--- config.mk ---
export PLATFORM = sky130hd
export DESIGN_NAME = alu_muldiv_flat
export DESIGN_NICKNAME = d
export VERILOG_FILES = /design/src/rtl/alu_pkg.sv /design/src/rtl/alu_muldiv_if.sv /design/src/rtl/muldiv_step.sv /design/src/rtl/alu_muldiv.sv /design/src/flat_wrapper.sv
export SDC_FILE = /design/constraint.sdc
export NUM_CORES = 1
export LEC_CHECK = 0
export CORE_MARGIN = 8
export CORE_UTILIZATION = 47
export CTS_BUF_LIST = sky130_fd_sc_hd__clkbuf_8
export DETAILED_ROUTE_END_ITERATION = 16
export HOLD_SLACK_MARGIN = 0.05
export PLACE_DENSITY = 0.68
export SLEW_MARGIN = 20
export SYNTH_ARGS = -nofsm -noshare
export SYNTH_HDL_FRONTEND = slang
export SYNTH_HIERARCHICAL = 1
export SYNTH_SLANG_ARGS = --single-unit
--- constraint.sdc ---
create_clock -name clk -period 3.52 [get_ports clk]
set_input_delay 0.528 -clock clk [delete_from_list [all_inputs] [get_ports clk]]
set_output_delay 0.528 -clock clk [all_outputs]
set_load 0.01 [all_outputs]
--- src/rtl/alu_pkg.sv ---
// Shared ALU definitions: opcodes, muldiv FSM states and the active_vec bit map
// used by the ALU result selector.
package alu_pkg;

    localparam logic [7:0] OP_MULU = 8'h30;
    localparam logic [7:0] OP_DIVU = 8'h32;
    localparam logic [7:0] OP_REMU = 8'h33;
    localparam logic [7:0] OP_MULS = 8'h34;
    localparam logic [7:0] OP_DIVS = 8'h36;
    localparam logic [7:0] OP_REMS = 8'h37;

    typedef enum logic [1:0] {
        IDLE = 2'd0,
        RUN  = 2'd1,
        DONE = 2'd2
    } muldiv_state_e;

    typedef enum logic {
        STEP_MUL = 1'b0,
        STEP_DIV = 1'b1
    } step_mode_e;

    localparam int         ACT_ADD_BIT    = 0;
    localparam int         ACT_LOGIC_BIT  = 1;
    localparam int         ACT_SHIFT_BIT  = 2;
    localparam int         ACT_MULDIV_BIT = 3;
    localparam logic [3:0] ACT_MULDIV     = 4'b1000;

    function automatic logic op_is_mul(input logic [7:0] op);
        return (op == OP_MULU) || (op == OP_MULS);
    endfunction

    function automatic logic op_is_rem(input logic [7:0] op);
        return (op == OP_REMU) || (op == OP_REMS);
    endfunction

    function automatic logic op_is_signed(input logic [7:0] op);
        return (op == OP_MULS) || (op == OP_DIVS) || (op == OP_REMS);
    endfunction

    function automatic logic op_is_known(input logic [7:0] op);
        return (op == OP_MULU) || (op == OP_DIVU) || (op == OP_REMU) ||
               (op == OP_MULS) || (op == OP_DIVS) || (op == OP_REMS);
    endfunction

endpackage

--- src/rtl/alu_muldiv_if.sv ---
// Request/result bundle between dispatch and the multi-cycle mul/div unit.
interface alu_muldiv_if #(
    parameter int data_wl = 16,
    parameter int op_wl   = 8
) ();
    logic               start_in;
    logic [op_wl-1:0]   op_in;
    logic [data_wl-1:0] a_in;
    logic [data_wl-1:0] b_in;
    logic               busy_out;
    logic               valid_out;
    logic [data_wl-1:0] c_out;
    logic               z_flag_out;
    logic               s_flag_out;
    logic               c_flag_out;
    logic               ovr_flag_out;

    modport master (
        output start_in, op_in, a_in, b_in,
        input  busy_out, valid_out, c_out, z_flag_out, s_flag_out, c_flag_out, ovr_flag_out
    );

    modport slave (
        input  start_in, op_in, a_in, b_in,
        output busy_out, valid_out, c_out, z_flag_out, s_flag_out, c_flag_out, ovr_flag_out
    );
endinterface

--- src/rtl/muldiv_step.sv ---
// One radix-2 iteration: right shift-add for multiply, left shift restoring
// subtract for divide. Purely combinational.
module muldiv_step
    import alu_pkg::*;
#(
    parameter int data_wl = 16
) (
    input  step_mode_e         mode,
    input  logic [data_wl-1:0] acc,
    input  logic [data_wl-1:0] sreg,
    input  logic [data_wl-1:0] operand,
    output logic [data_wl-1:0] acc_nxt,
    output logic [data_wl-1:0] sreg_nxt
);
    logic [data_wl:0]   sum;
    logic [data_wl:0]   shifted;
    logic [data_wl-1:0] diff;

    always_comb begin
        sum     = {1'b0, acc} + (sreg[0] ? {1'b0, operand} : '0);
        shifted = {acc, sreg[data_wl-1]};
        // Partial remainder stays below the divisor, so the low bits of the difference are exact.
        diff    = shifted[data_wl-1:0] - operand;
        if (mode == STEP_MUL) begin
            acc_nxt  = sum[data_wl:1];
            sreg_nxt = {sum[0], sreg[data_wl-1:1]};
        end else if (shifted >= {1'b0, operand}) begin
            acc_nxt  = diff;
            sreg_nxt = {sreg[data_wl-2:0], 1'b1};
        end else begin
            acc_nxt  = shifted[data_wl-1:0];
            sreg_nxt = {sreg[data_wl-2:0], 1'b0};
        end
    end
endmodule

--- src/rtl/alu_muldiv.sv ---
// Sequential multiply/divide unit feeding the ALU MULDIV result path.
// ALU_MULDIV_SIGNED_EN enables MULS/DIVS/REMS; otherwise those opcodes are illegal.
//
// state | meaning
// IDLE  | waiting for start_in; latches op and operands
// RUN   | one radix-2 iteration per cycle, counter counts down
// DONE  | sign-correct and register result, pulse valid_out
module alu_muldiv
    import alu_pkg::*;
#(
    parameter int data_wl = 16,
    parameter int op_wl   = 8
) (
    input logic         clk,
    input logic         rst_n,
    alu_muldiv_if.slave bus
);
    localparam int cnt_wl = $clog2(data_wl + 1);
    localparam logic [data_wl-1:0] most_neg = {1'b1, {(data_wl-1){1'b0}}};

    muldiv_state_e      state, state_nxt;
    logic [cnt_wl-1:0]  cnt;
    logic [op_wl-1:0]   op_reg;
    logic [data_wl-1:0] a_reg, b_reg, mag_b, acc, sreg;
    logic [data_wl-1:0] acc_nxt, sreg_nxt, mag_a_in, mag_b_in;
    logic               fast_in;
    step_mode_e         step_mode;

    logic [2*data_wl-1:0] prod;
    logic [data_wl-1:0]   quo, rem, res;
    logic                 res_c, res_ovr;

    function automatic logic op_legal(input logic [7:0] op);
`ifdef ALU_MULDIV_SIGNED_EN
        return op_is_known(op);
`else
        return op_is_known(op) && !op_is_signed(op);
`endif
    endfunction

`ifdef ALU_MULDIV_SIGNED_EN
    assign mag_a_in = (op_is_signed(bus.op_in) && bus.a_in[data_wl-1]) ? -bus.a_in : bus.a_in;
    assign mag_b_in = (op_is_signed(bus.op_in) && bus.b_in[data_wl-1]) ? -bus.b_in : bus.b_in;
`else
    assign mag_a_in = bus.a_in;
    assign mag_b_in = bus.b_in;
`endif

    assign fast_in   = !op_legal(bus.op_in) || (!op_is_mul(bus.op_in) && (bus.b_in == '0));
    assign step_mode = op_is_mul(op_reg) ? STEP_MUL : STEP_DIV;

    muldiv_step #(.data_wl(data_wl)) u_step (
        .mode     (step_mode),
        .acc      (acc),
        .sreg     (sreg),
        .operand  (mag_b),
        .acc_nxt  (acc_nxt),
        .sreg_nxt (sreg_nxt)
    );

    always_ff @(posedge clk) begin
        if (!rst_n) state <= IDLE;
        else        state <= state_nxt;
    end

    always_comb begin
        state_nxt    = state;
        bus.busy_out = (state == RUN) || (state == DONE);
        case (state)
            IDLE:    if (bus.start_in) state_nxt = fast_in ? DONE : RUN;
            RUN:     if (cnt == cnt_wl'(1)) state_nxt = DONE;
            DONE:    state_nxt = IDLE;
            default: state_nxt = IDLE;
        endcase
    end

    // Result formation happens only in DONE, from magnitudes left by the iteration.
    always_comb begin
        prod    = {acc, sreg};
        quo     = sreg;
        rem     = acc;
        res     = '0;
        res_c   = 1'b0;
        res_ovr = 1'b0;
`ifdef ALU_MULDIV_SIGNED_EN
        if (op_is_signed(op_reg)) begin
            if (a_reg[data_wl-1] ^ b_reg[data_wl-1]) begin
                prod = -prod;
                quo  = -quo;
            end
            if (a_reg[data_wl-1]) rem = -rem;
        end
`endif
        if (!op_legal(op_reg)) begin
            res_ovr = 1'b1;
        end else if (op_is_mul(op_reg)) begin
            res     = prod[data_wl-1:0];
            res_ovr = op_is_signed(op_reg)
                    ? (prod[2*data_wl-1:data_wl] != {data_wl{prod[data_wl-1]}})
                    : (prod[2*data_wl-1:data_wl] != '0);
            res_c   = res_ovr;
        end else if (b_reg == '0) begin
            res     = op_is_rem(op_reg) ? a_reg : '1;
            res_ovr = 1'b1;
        end else if (op_is_rem(op_reg)) begin
            res = rem;
        end else begin
            res = quo;
`ifdef ALU_MULDIV_SIGNED_EN
            res_ovr = (op_reg == OP_DIVS) && (a_reg == most_neg) && (b_reg == '1);
`endif
        end
    end

    always_ff @(posedge clk) begin
        if (!rst_n) begin
            cnt              <= '0;
            op_reg           <= '0;
            a_reg            <= '0;
            b_reg            <= '0;
            mag_b            <= '0;
            acc              <= '0;
            sreg             <= '0;
            bus.valid_out    <= 1'b0;
            bus.c_out        <= '0;
            bus.z_flag_out   <= 1'b0;
            bus.s_flag_out   <= 1'b0;
            bus.c_flag_out   <= 1'b0;
            bus.ovr_flag_out <= 1'b0;
        end else begin
            bus.valid_out <= 1'b0;
            case (state)
                IDLE: if (bus.start_in) begin
                    op_reg <= bus.op_in;
                    a_reg  <= bus.a_in;
                    b_reg  <= bus.b_in;
                    mag_b  <= mag_b_in;
                    acc    <= '0;
                    sreg   <= mag_a_in;
                    cnt    <= cnt_wl'(data_wl);
                end
                RUN: begin
                    acc  <= acc_nxt;
                    sreg <= sreg_nxt;
                    cnt  <= cnt - 1'b1;
                end
                DONE: begin
                    bus.valid_out    <= 1'b1;
                    bus.c_out        <= res;
                    bus.z_flag_out   <= (res == '0);
                    bus.s_flag_out   <= res[data_wl-1];
                    bus.c_flag_out   <= res_c;
                    bus.ovr_flag_out <= res_ovr;
                end
                default: ;
            endcase
        end
    end
endmodule
--- src/flat_wrapper.sv ---
// flat-port wrapper written by rule: the top's interface ports become plain ports
module alu_muldiv_flat import alu_pkg::*;
#(
    parameter int data_wl = 16,
    parameter int op_wl   = 8
)
  (clk, rst_n, bus_start_in, bus_op_in, bus_a_in, bus_b_in, bus_busy_out, bus_valid_out, bus_c_out, bus_z_flag_out, bus_s_flag_out, bus_c_flag_out, bus_ovr_flag_out);
  alu_muldiv_if #(.data_wl(data_wl), .op_wl(op_wl)) bus_i ();
  input logic clk;
  input logic rst_n;
  input wire logic [$bits(bus_i.start_in)-1:0] bus_start_in;
  input wire logic [$bits(bus_i.op_in)-1:0] bus_op_in;
  input wire logic [$bits(bus_i.a_in)-1:0] bus_a_in;
  input wire logic [$bits(bus_i.b_in)-1:0] bus_b_in;
  output wire logic [$bits(bus_i.busy_out)-1:0] bus_busy_out;
  output wire logic [$bits(bus_i.valid_out)-1:0] bus_valid_out;
  output wire logic [$bits(bus_i.c_out)-1:0] bus_c_out;
  output wire logic [$bits(bus_i.z_flag_out)-1:0] bus_z_flag_out;
  output wire logic [$bits(bus_i.s_flag_out)-1:0] bus_s_flag_out;
  output wire logic [$bits(bus_i.c_flag_out)-1:0] bus_c_flag_out;
  output wire logic [$bits(bus_i.ovr_flag_out)-1:0] bus_ovr_flag_out;
  assign bus_i.start_in = bus_start_in;
  assign bus_i.op_in = bus_op_in;
  assign bus_i.a_in = bus_a_in;
  assign bus_i.b_in = bus_b_in;
  assign bus_busy_out = bus_i.busy_out;
  assign bus_valid_out = bus_i.valid_out;
  assign bus_c_out = bus_i.c_out;
  assign bus_z_flag_out = bus_i.z_flag_out;
  assign bus_s_flag_out = bus_i.s_flag_out;
  assign bus_c_flag_out = bus_i.c_flag_out;
  assign bus_ovr_flag_out = bus_i.ovr_flag_out;
  alu_muldiv #(.data_wl(data_wl), .op_wl(op_wl)) u_core (.clk(clk), .rst_n(rst_n), .bus(bus_i));
endmodule
# ---- Yosys cells after proc, flatten, opt, wreduce, memory -nomap -nowiden
# Cells that the tools add are included.
# Widths: inputs -> output; s select.
dict set report op_classes {
  n_mux 27
  n_addsub 3
  order_cmp 1
  n_eq_ne 18
  n_reduce_logical 35
}
# cell n
set ops {}
lappend ops {{$mux 16} 11}
lappend ops {{$eq 8x6->1 const B} 12}
lappend ops {{$pmux 16 s2} 2}
lappend ops {{$logic_not 16->1} 3}
lappend ops {{$logic_or 1x1->1} 19}
lappend ops {{$add 16x17->17} 1}
lappend ops {{$ge 17x16->1} 1}
lappend ops {{$ne 16x16->1} 1}
lappend ops {{$reduce_bool 16->1} 1}
lappend ops {{$sub 16x16->16} 1}
lappend ops {{$pmux 5 s2} 1}
lappend ops {{$mux 1} 8}
lappend ops {{$mux 2} 3}
lappend ops {{$reduce_and 2->1} 3}
lappend ops {{$eq 5x1->1 const B} 1}
lappend ops {{$mux 5} 1}
lappend ops {{$sub 5x1->5 const B} 1}
lappend ops {{$logic_not 1->1} 4}
lappend ops {{$ne 2x2->1 const B} 2}
lappend ops {{$pmux 2 s2} 1}
lappend ops {{$logic_and 1x1->1} 3}
lappend ops {{$eq 2x1->1 const B} 1}
lappend ops {{$eq 2x2->1 const B} 1}
lappend ops {{$logic_not 2->1} 1}
lappend ops {{$reduce_bool 2->1} 1}
dict set report word_totals {
  out_inout_bits 22
  wordCells 97
  inputBits 43
  reg_bits 100
}

# ---- Depth between registers and ports, before layout
# Gate-level depths: netlist (run 1).
dict set report depth {
  ltp_word 12
  mapped_depth 14
}

# ---- Hierarchy
# Netlist (run 1), hierarchy kept.
# mod seq_area_each_um2 area_per_inst_um2 n_inst cells_each
set by_module_without_submodules {}
lappend by_module_without_submodules {alu_muldiv 1981.9 4351.7 1 517}
lappend by_module_without_submodules {muldiv_step 0.0 2215.9 1 315}

# ---- Least setup slack after synthesis (run 1)
# Ideal clock, no wire load.
dict set report synth_path {
  path_type {reg-to-reg}
  startpoint {register u_core.sreg[0] (netlist: u_core/quo[0])}
  endpoint {register u_core.acc[9]}
  setup_time_ns 0.128
  arrival_time_ns 2.473
  path_stages_with_launch 14
  path_slack_ns 0.919
  required_ns 3.392
  path_buffers 1
  path_cell_list {dfxtp_1 > clkbuf_1 > and2_1 > ha_1 > fa_1 > a21oi_1 > o211ai_1 > a21o_1 > a21oi_1 > o21ai_0 > xnor2_1 > mux2i_1 > a22oi_1 > nor2_1}
}
dict set report synth_via {
  elab_chain_cells 4
}
# item line
set synth_lines {}
lappend synth_lines {{start: declaration} alu_muldiv.sv:24} ;# logic [data_wl-1:0] a_reg, b_reg, mag_b, acc, sreg;
lappend synth_lines {{start signal: assignment} alu_muldiv.sv:139} ;# sreg <= mag_a_in;
lappend synth_lines {{start signal: assignment} alu_muldiv.sv:144} ;# sreg <= sreg_nxt;
lappend synth_lines {{$mux 16} muldiv_step.sv:20} ;# sum = {1'b0, acc} + (sreg[0] ? {1'b0, operand} : '0);
lappend synth_lines {{$add 16x17->17} muldiv_step.sv:20}
lappend synth_lines {{$mux 16} muldiv_step.sv:24} ;# if (mode == STEP_MUL) begin
lappend synth_lines {{named net u_core.acc_nxt[9]} alu_muldiv.sv:25} ;# logic [data_wl-1:0] acc_nxt, sreg_nxt, mag_a_in, mag_b_in;
lappend synth_lines {{$pmux 16 s2} alu_muldiv.sv:132} ;# case (state)
lappend synth_lines {{end signal: assignment} alu_muldiv.sv:143} ;# acc <= acc_nxt;
lappend synth_lines {{end: declaration} alu_muldiv.sv:24}
# The timed path passes the listed nets, and every way through them passes these cells.
# A chain may end at the register's enable or synchronous reset.

# ---- Final worst setup path (run 1)
dict set report layout_path {
  startpoint {register u_core.acc[10]}
  endpoint {register u_core.acc[12]}
}
dict set report layout_via {
  elab_chain_cells 4
  word_cells_on_any_way 6
  cone_classes {add/sub (2); order compare (1); mux (3)}
}
# item line
set layout_lines {}
lappend layout_lines {{$sub 16x16->16 / $ge 17x16->1 (equally long branches)} {muldiv_step.sv:23, muldiv_step.sv:27}}
lappend layout_lines {{$mux 16} muldiv_step.sv:27} ;# end else if (shifted >= {1'b0, operand}) begin
lappend layout_lines {{$mux 16 *} muldiv_step.sv:24}
lappend layout_lines {{named net u_core.acc_nxt[12]} alu_muldiv.sv:25}
lappend layout_lines {{$pmux 16 s2 *} alu_muldiv.sv:132}
# The timed path passes the listed nets; every way through them passes the cells marked *.

==> results.toml, run 1 <==
[setup_path]
critPathMaxStageDelay_ps = 500
cp_top_family = "simple AND/OR/NAND/NOR gates"
cp_max_fo = 14
rr_startpoint = "u_core/acc[10]"
reg2reg_depth = 11
cp.required_ps = 3790
critPathSlowestCell = "ha_1"
critical_path_class = "reg2reg"
worstSetupEndpointType = "flop"
worstReg2RegEnd = "u_core/acc[12]"
crit_chain = "ha_1, nand3_1, nor4_1, nor2_1, o21ai_1, or2_1, buf_4, mux2i_1, mux2i_1, a22oi_1, nor2_1"
cp.arrival_ps = 3330
start_kind = "flop"
critical_path_buf_inv_count = 1
r2r_slack_ps = 460

[timing]
layout_worst_path_cycle_share = 0.870
max_freq_mhz = 326
relSlewSlack = 0.343
rsz0062_at_grt = "false"
setup_tns_ps = 0
setup_viol = 0
hold_violations = 0
final.setup_skew_ps = 11.3
post-route-min-period_ps = 3060
worst_pin_slew_ps = 986
final_max_slew_viol_count = 0

[detailed_routing]
drt-total-wl_um = 19500
drc = 0
num_vias = 6248
routed_via_density = 5.89
ant_nets = 0
wl_per_cell_um = 18.3
drtIter0Drc = 543
drt-pass1-iter-count = 5

[grt]
grt_max_degree = 57
grt_usage = 0.217
antenna_found_initial = 0
grt_pass1_wl_um = 31700
overflow = 0
first_global_vias = 5956

[clock_network]
clkLatencyLatePin_ps = 380
clock_tree.root_cell = "clkbuf_8"
cts_tree = "done"
path_clk_slew_ps = 100
clock_path_buffers = 2
hold_buffers = 0
cts_sinks = 99
htreeDepth = 3
cts_resized = 0
cts_setup_buffers = 0
cts_buffers = 9

[floorplan]
rows = 43
die_h_um = 134
die-area_um2 = 18000
start_util = 0.477
die_w_um = 134
fp.coreArea_um2 = 13800
ios = 65

[cells_and_area]
antennaDiodeCount = 0
nets = 958
drive_gt1_frac = 0.0726
area_delta_synth_final_pct = 15.1

[flow_run]
maxCapViolCount = 0

[yosys]
yosysWarnings = 6
syn_nets = 914
synth_cells = 832
synthArstFlopShare = 0
ys_seq_elements = 99
syn_area_per_cell_um2 = 7.89
synth-edff-count = 0
synth_sequential_area_ratio = 0.302
synthFlopType = "dfxtp_1"
syn_area_um2 = 6570
ys_types = 66

[placed_design]
io_buffers = 64
dp_hpwl_um = 14200
place_congestion = 0.901

[power_and_ir_drop]
p_per_area_nw_per_um2 = 345
total_power_uw = 2610
cellLeakagePower_uw = 0.00309
peakVddDrop_v = 0.000252

[hold_path]
hold_end = "u_core/op_reg[6]"
hp-start = "u_core/op_reg[6]"
hold_class = "reg2reg"
hold_path_depth = 2

[run_status]
status = "finished, final reports clean"
[worst register-to-register path, cell delays in order, from the launching register on]
cell,delay (ps)
dfxtp_1,430
ha_1,500
nand3_1,150
nor4_1,500
nor2_1,80
o21ai_1,300
or2_1,150
buf_4,240
mux2i_1,260
mux2i_1,100
a22oi_1,190
nor2_1,60
[per-layer routing]
metal	share of wire	vias to the layer above	track usage
met2	0.45	186	0.340
met5	0	-	0
li1	-	3067	-
met1	0.48	2971	0.296
met3	0.049	24	0.0385
met4	0.016	0	0.0674
[through the flow]
| stage | util | hold WS [ps] | area (um^2) | std cells | setup WS [ps] |
|---|---|---|---|---|---|
| 3_3_place_gp | 0.536 | 442 | 7380 | 1045 | 607 |
| 3_5_place_dp | 0.536 | 448 | 7380 | 1045 | 599 |
| 2_1_floorplan | - | 432 | 6570 | 832 | 919 |
| 4_1_cts | 0.549 | 462 | 7560 | 1061 | 571 |
| 6_report | 0.549 | 458 | 7560 | 1061 | 457 |
| 5_1_grt | 0.549 | 477 | 7560 | 1061 | 212 |
[cells in the mapped netlist (all sizes together), types with 2 or more instances]
| cell type | instances | area, um^2 |
|---|---|---|
| and2 | 21 | 131 |
| a211oi | 24 | 193 |
| or3 | 4 | 25.0 |
| o41ai | 2 | 17.5 |
| or2 | 2 | 12.5 |
| and3 | 4 | 25.0 |
| mux2 | 14 | 158 |
| a21o | 6 | 45.0 |
| nor3b | 4 | 30.0 |
| a2111oi | 2 | 17.5 |
| a31oi | 11 | 68.8 |
| a221oi | 17 | 155 |
| nand2 | 116 | 435 |
| inv | 31 | 116 |
| o21ai | 24 | 131 |
| buf | 11 | 71.3 |
| clkbuf | 40 | 150 |
| nand4 | 10 | 68.8 |
| o211ai | 2 | 15.0 |
| dfxtp | 99 | 1980 |
| nor2b | 3 | 18.8 |
| mux2i | 60 | 601 |
| o31ai | 3 | 22.5 |
| ha | 37 | 463 |
| nor3 | 7 | 40.0 |
| fa | 2 | 40.0 |
| a41oi | 2 | 17.5 |
| nand3 | 10 | 50.1 |
| nand4bb | 2 | 22.5 |
| xor2 | 10 | 87.6 |
| nor2 | 99 | 374 |
| nand2b | 8 | 50.1 |
| nor4 | 15 | 93.8 |
| o21a | 6 | 45.0 |
| a211o | 2 | 17.5 |
| a2bb2oi | 2 | 17.5 |
| xnor2 | 12 | 105 |
| a21oi | 78 | 394 |
| a22oi | 17 | 128 |
[layout by cell type, fill, tap and decap left out, types with 3 or more instances in the layout]
cell type        count
dfxtp_1             99
nand4_1              9
a221oi_1            16
inv_1               30
xor2_1              10
a21o_1               6
o21a_1               6
o21ai_0             19
buf_4               19
nor4_1              15
or3_1                4
clkdlybuf4s50_1     64
ha_1                37
a22oi_1             17
and3_1               4
nor3_1               6
a21oi_1             77
nand2b_1             8
clkbuf_8            10
nand2_1            116
o31ai_1              3
o21ai_2              4
and2_1              21
nor2b_1              3
nor2_1              98
nand3_1             10
a31oi_1             11
a211oi_1            23
mux2_2              14
mux2i_1             60
nor3b_1              4
xnor2_1             12
[kinds of logic (layout without fill, tap and decap cells)]
group	count (synthesis)	count (layout)	synth area share
AND/OR/NAND/NOR	307	307	0.213
XOR/XNOR	22	22	0.0293
multiplexers	74	74	0.115
flip-flops	99	99	0.302
AO/OA/AOI/OAI	209	209	0.212
buffers and inverters	82	131	0.0514
adder cells (fa/ha/maj)	39	39	0.0766
[worst max-delay path by stage]
| stage | startpoint | end | slack [ps] | cells past startpoint |
|---|---|---|---|---|
| finish | u_core/acc[10] | u_core/acc[12] | 460 | 11 |
| global route | u_core/quo[0] | u_core/acc[14] | 210 | 11 |
| CTS | u_core/quo[0] | u_core/acc[14] | 570 | 11 |
| detailed placement | u_core/acc[10] | u_core/acc[12] | 600 | 11 |
| global placement | u_core/acc[11] | u_core/acc[4] | 610 | 11 |
| floorplan | u_core/quo[0] | u_core/acc[9] | 920 | 13 |
[power by group]
group          internal [uW]  total (uW)  switching, uW
clock network            285         730            445
logic                    279         639            360
registers               1180        1240           62.3
[cell type report]
| type | instances | area [um^2] |
|---|---|---|
| Clock buffer | 10 | 138 |
| Clock inverter | 6 | 46.3 |
| Fill cell | 1379 | 6210 |
| Inverter | 31 | 116 |
| Multi-Input combinational cell | 651 | 4250 |
| Sequential cell | 99 | 1980 |
| Tap cell | 180 | 225 |
| Timing Repair Buffer | 84 | 803 |
Power figures use the tool's default switching activity.
==> run 2: changes to the inputs <==
--- a/config.mk
+++ b/config.mk
@@ -6,12 +6,10 @@
 export NUM_CORES = 1
 export LEC_CHECK = 0
 export CORE_MARGIN = 8
-export CORE_UTILIZATION = 47
+export CORE_UTILIZATION = 34
 export CTS_BUF_LIST = sky130_fd_sc_hd__clkbuf_8
 export DETAILED_ROUTE_END_ITERATION = 16
 export HOLD_SLACK_MARGIN = 0.05
-export PLACE_DENSITY = 0.68
-export SLEW_MARGIN = 20
 export SYNTH_ARGS = -nofsm -noshare
 export SYNTH_HDL_FRONTEND = slang
 export SYNTH_HIERARCHICAL = 1
==> run 2 against run 1 <==
Compared with the run above:
- cell count rose by 8.3%
- global-route usage fell by 5.0 points
- maximum frequency fell by 1.3%
- register-to-register slack got worse by 40 ps
- final area rose by 2.3%
- largest cell class unchanged
- sequential power barely moved
- clock-buffer cell count fell by 1
- non-clock buffer count rose by 3
- combinational power rose by 1%
- first-iteration DRC count rose by 10%
==> results.toml, run 2 (synthesis results as in run 1) <==
[run_status]
status = "finished, final reports clean"

[power_and_ir_drop]
cellLeakagePower_uw = 0.00312
peakVddDrop_v = 0.000212
p_per_area_nw_per_um2 = 352

[hold_path]
hold_end = "u_core/a_reg[0]"
hold_path_depth = 2
hp-start = "u_core/a_reg[0]"
hold_class = "reg2reg"

[detailed_routing]
routed_via_density = 5.40
wl_per_cell_um = 17.8
drt-pass1-iter-count = 5
drc = 0
num_vias = 6205
drtIter0Drc = 599
ant_nets = 0
drt-total-wl_um = 20400

[setup_path]
worstReg2RegEnd = "u_core/acc[4]"
critical_path_class = "reg2reg"
cp_max_fo = 14
reg2reg_depth = 11
cp.arrival_ps = 3440
worstSetupEndpointType = "flop"
cp.required_ps = 3860
rr_startpoint = "u_core/mag_b[11]"
r2r_slack_ps = 420
start_kind = "flop"
critPathLaunch = "u_core/mag_b[11]"

[clock_network]
hold_buffers = 0
path_clk_slew_ps = 110
clkLatencyLatePin_ps = 390
cts_buffers = 9
cts_tree = "done"
htreeDepth = 3
cts_setup_buffers = 0
cts_sinks = 99
cts_resized = 0
clock_tree.root_cell = "clkbuf_8"
clock_path_buffers = 2

[floorplan]
ios = 65
die_w_um = 155
die-area_um2 = 24000
start_util = 0.342
rows = 51
fp.coreArea_um2 = 19200
die_h_um = 155

[timing]
setup_tns_ps = 0
relSlewSlack = 0.332
hold_violations = 0
fin_hold_ws_ps = 462
final.setup_skew_ps = 8.53
layout_worst_path_cycle_share = 0.882
post-route-min-period_ps = 3100
worst_pin_slew_ps = 1000
setup_viol = 0
final_max_slew_viol_count = 0
rsz0062_at_grt = "false"
max_freq_mhz = 322

[placed_design]
dp_hpwl_um = 14900
io_buffers = 64
place_congestion = 0.889

[flow_run]
maxCapViolCount = 0

[cells_and_area]
final_common_cell = "nand2_1"
drive_gt1_frac = 0.0769
final_cell_mix = "115 x nand2_1, 99 x dfxtp_1, 98 x nor2_1"
area_delta_synth_final_pct = 17.8
antennaDiodeCount = 0
nets = 961

[grt]
antenna_found_initial = 1
grt_max_degree = 65
overflow = 0
grt_pass1_wl_um = 32200
grt_usage = 0.168
first_global_vias = 5723
run 2: worst max-delay path by stage:
stage                     slack, ps             end
after CTS                       390  u_core/acc[14]
after global routing            100  u_core/acc[14]
final                           420   u_core/acc[4]
after global placement          420  u_core/acc[14]
after detailed placement        440  u_core/acc[14]
after floorplan                 920   u_core/acc[9]
run 2: through the flow:
stage | power (uW) | setup WS, ps | util | instances | area, um^2
after global routing | 2860 | 104 | 0.403 | 1149 | 7730
after floorplan | 1700 | 919 | - | 832 | 6570
after detailed placement | 1910 | 441 | 0.391 | 1133 | 7520
after global placement | 1910 | 420 | 0.391 | 1133 | 7520
after CTS | 2740 | 395 | 0.403 | 1149 | 7730
final | 2720 | 416 | 0.403 | 1149 | 7730
run 2: final cells by class:
class                           count  area (um^2)
Fill cell                        2030        11500
Multi-Input combinational cell    651         4260
Sequential cell                    99         1980
Timing Repair Buffer               87          826
Tap cell                          265          332
Clock buffer                        9          124
Inverter                           31          116
Clock inverter                      7         95.1
run 2: report_power, final:
group | internal, uW | switching [uW] | total (uW)
Clock | 350 | 481 | 831
Combinational | 280 | 368 | 648
Sequential | 1180 | 61.8 | 1240
run 2: critical path, cell delays in order, from the launching register on:
cell	delay, ps
dfxtp_1	410
inv_1	70
ha_1	450
nand2_1	110
o21ai_2	230
o2111ai_2	210
a211oi_4	300
or2_1	610
a31oi_1	240
a21oi_1	210
a22oi_1	80
nor2_1	120
run 2: routing by layer:
| layer | global-route usage | share of wire | up-vias | wire length (um) |
|---|---|---|---|---|
| met4 | 0.0462 | 0.020 | 2 | 414 |
| met3 | 0.0394 | 0.053 | 27 | 1090 |
| li1 | - | - | 3076 | - |
| met5 | 0 | 0.00064 | - | 13 |
| met2 | 0.255 | 0.44 | 164 | 9040 |
| met1 | 0.232 | 0.48 | 2936 | 9850 |
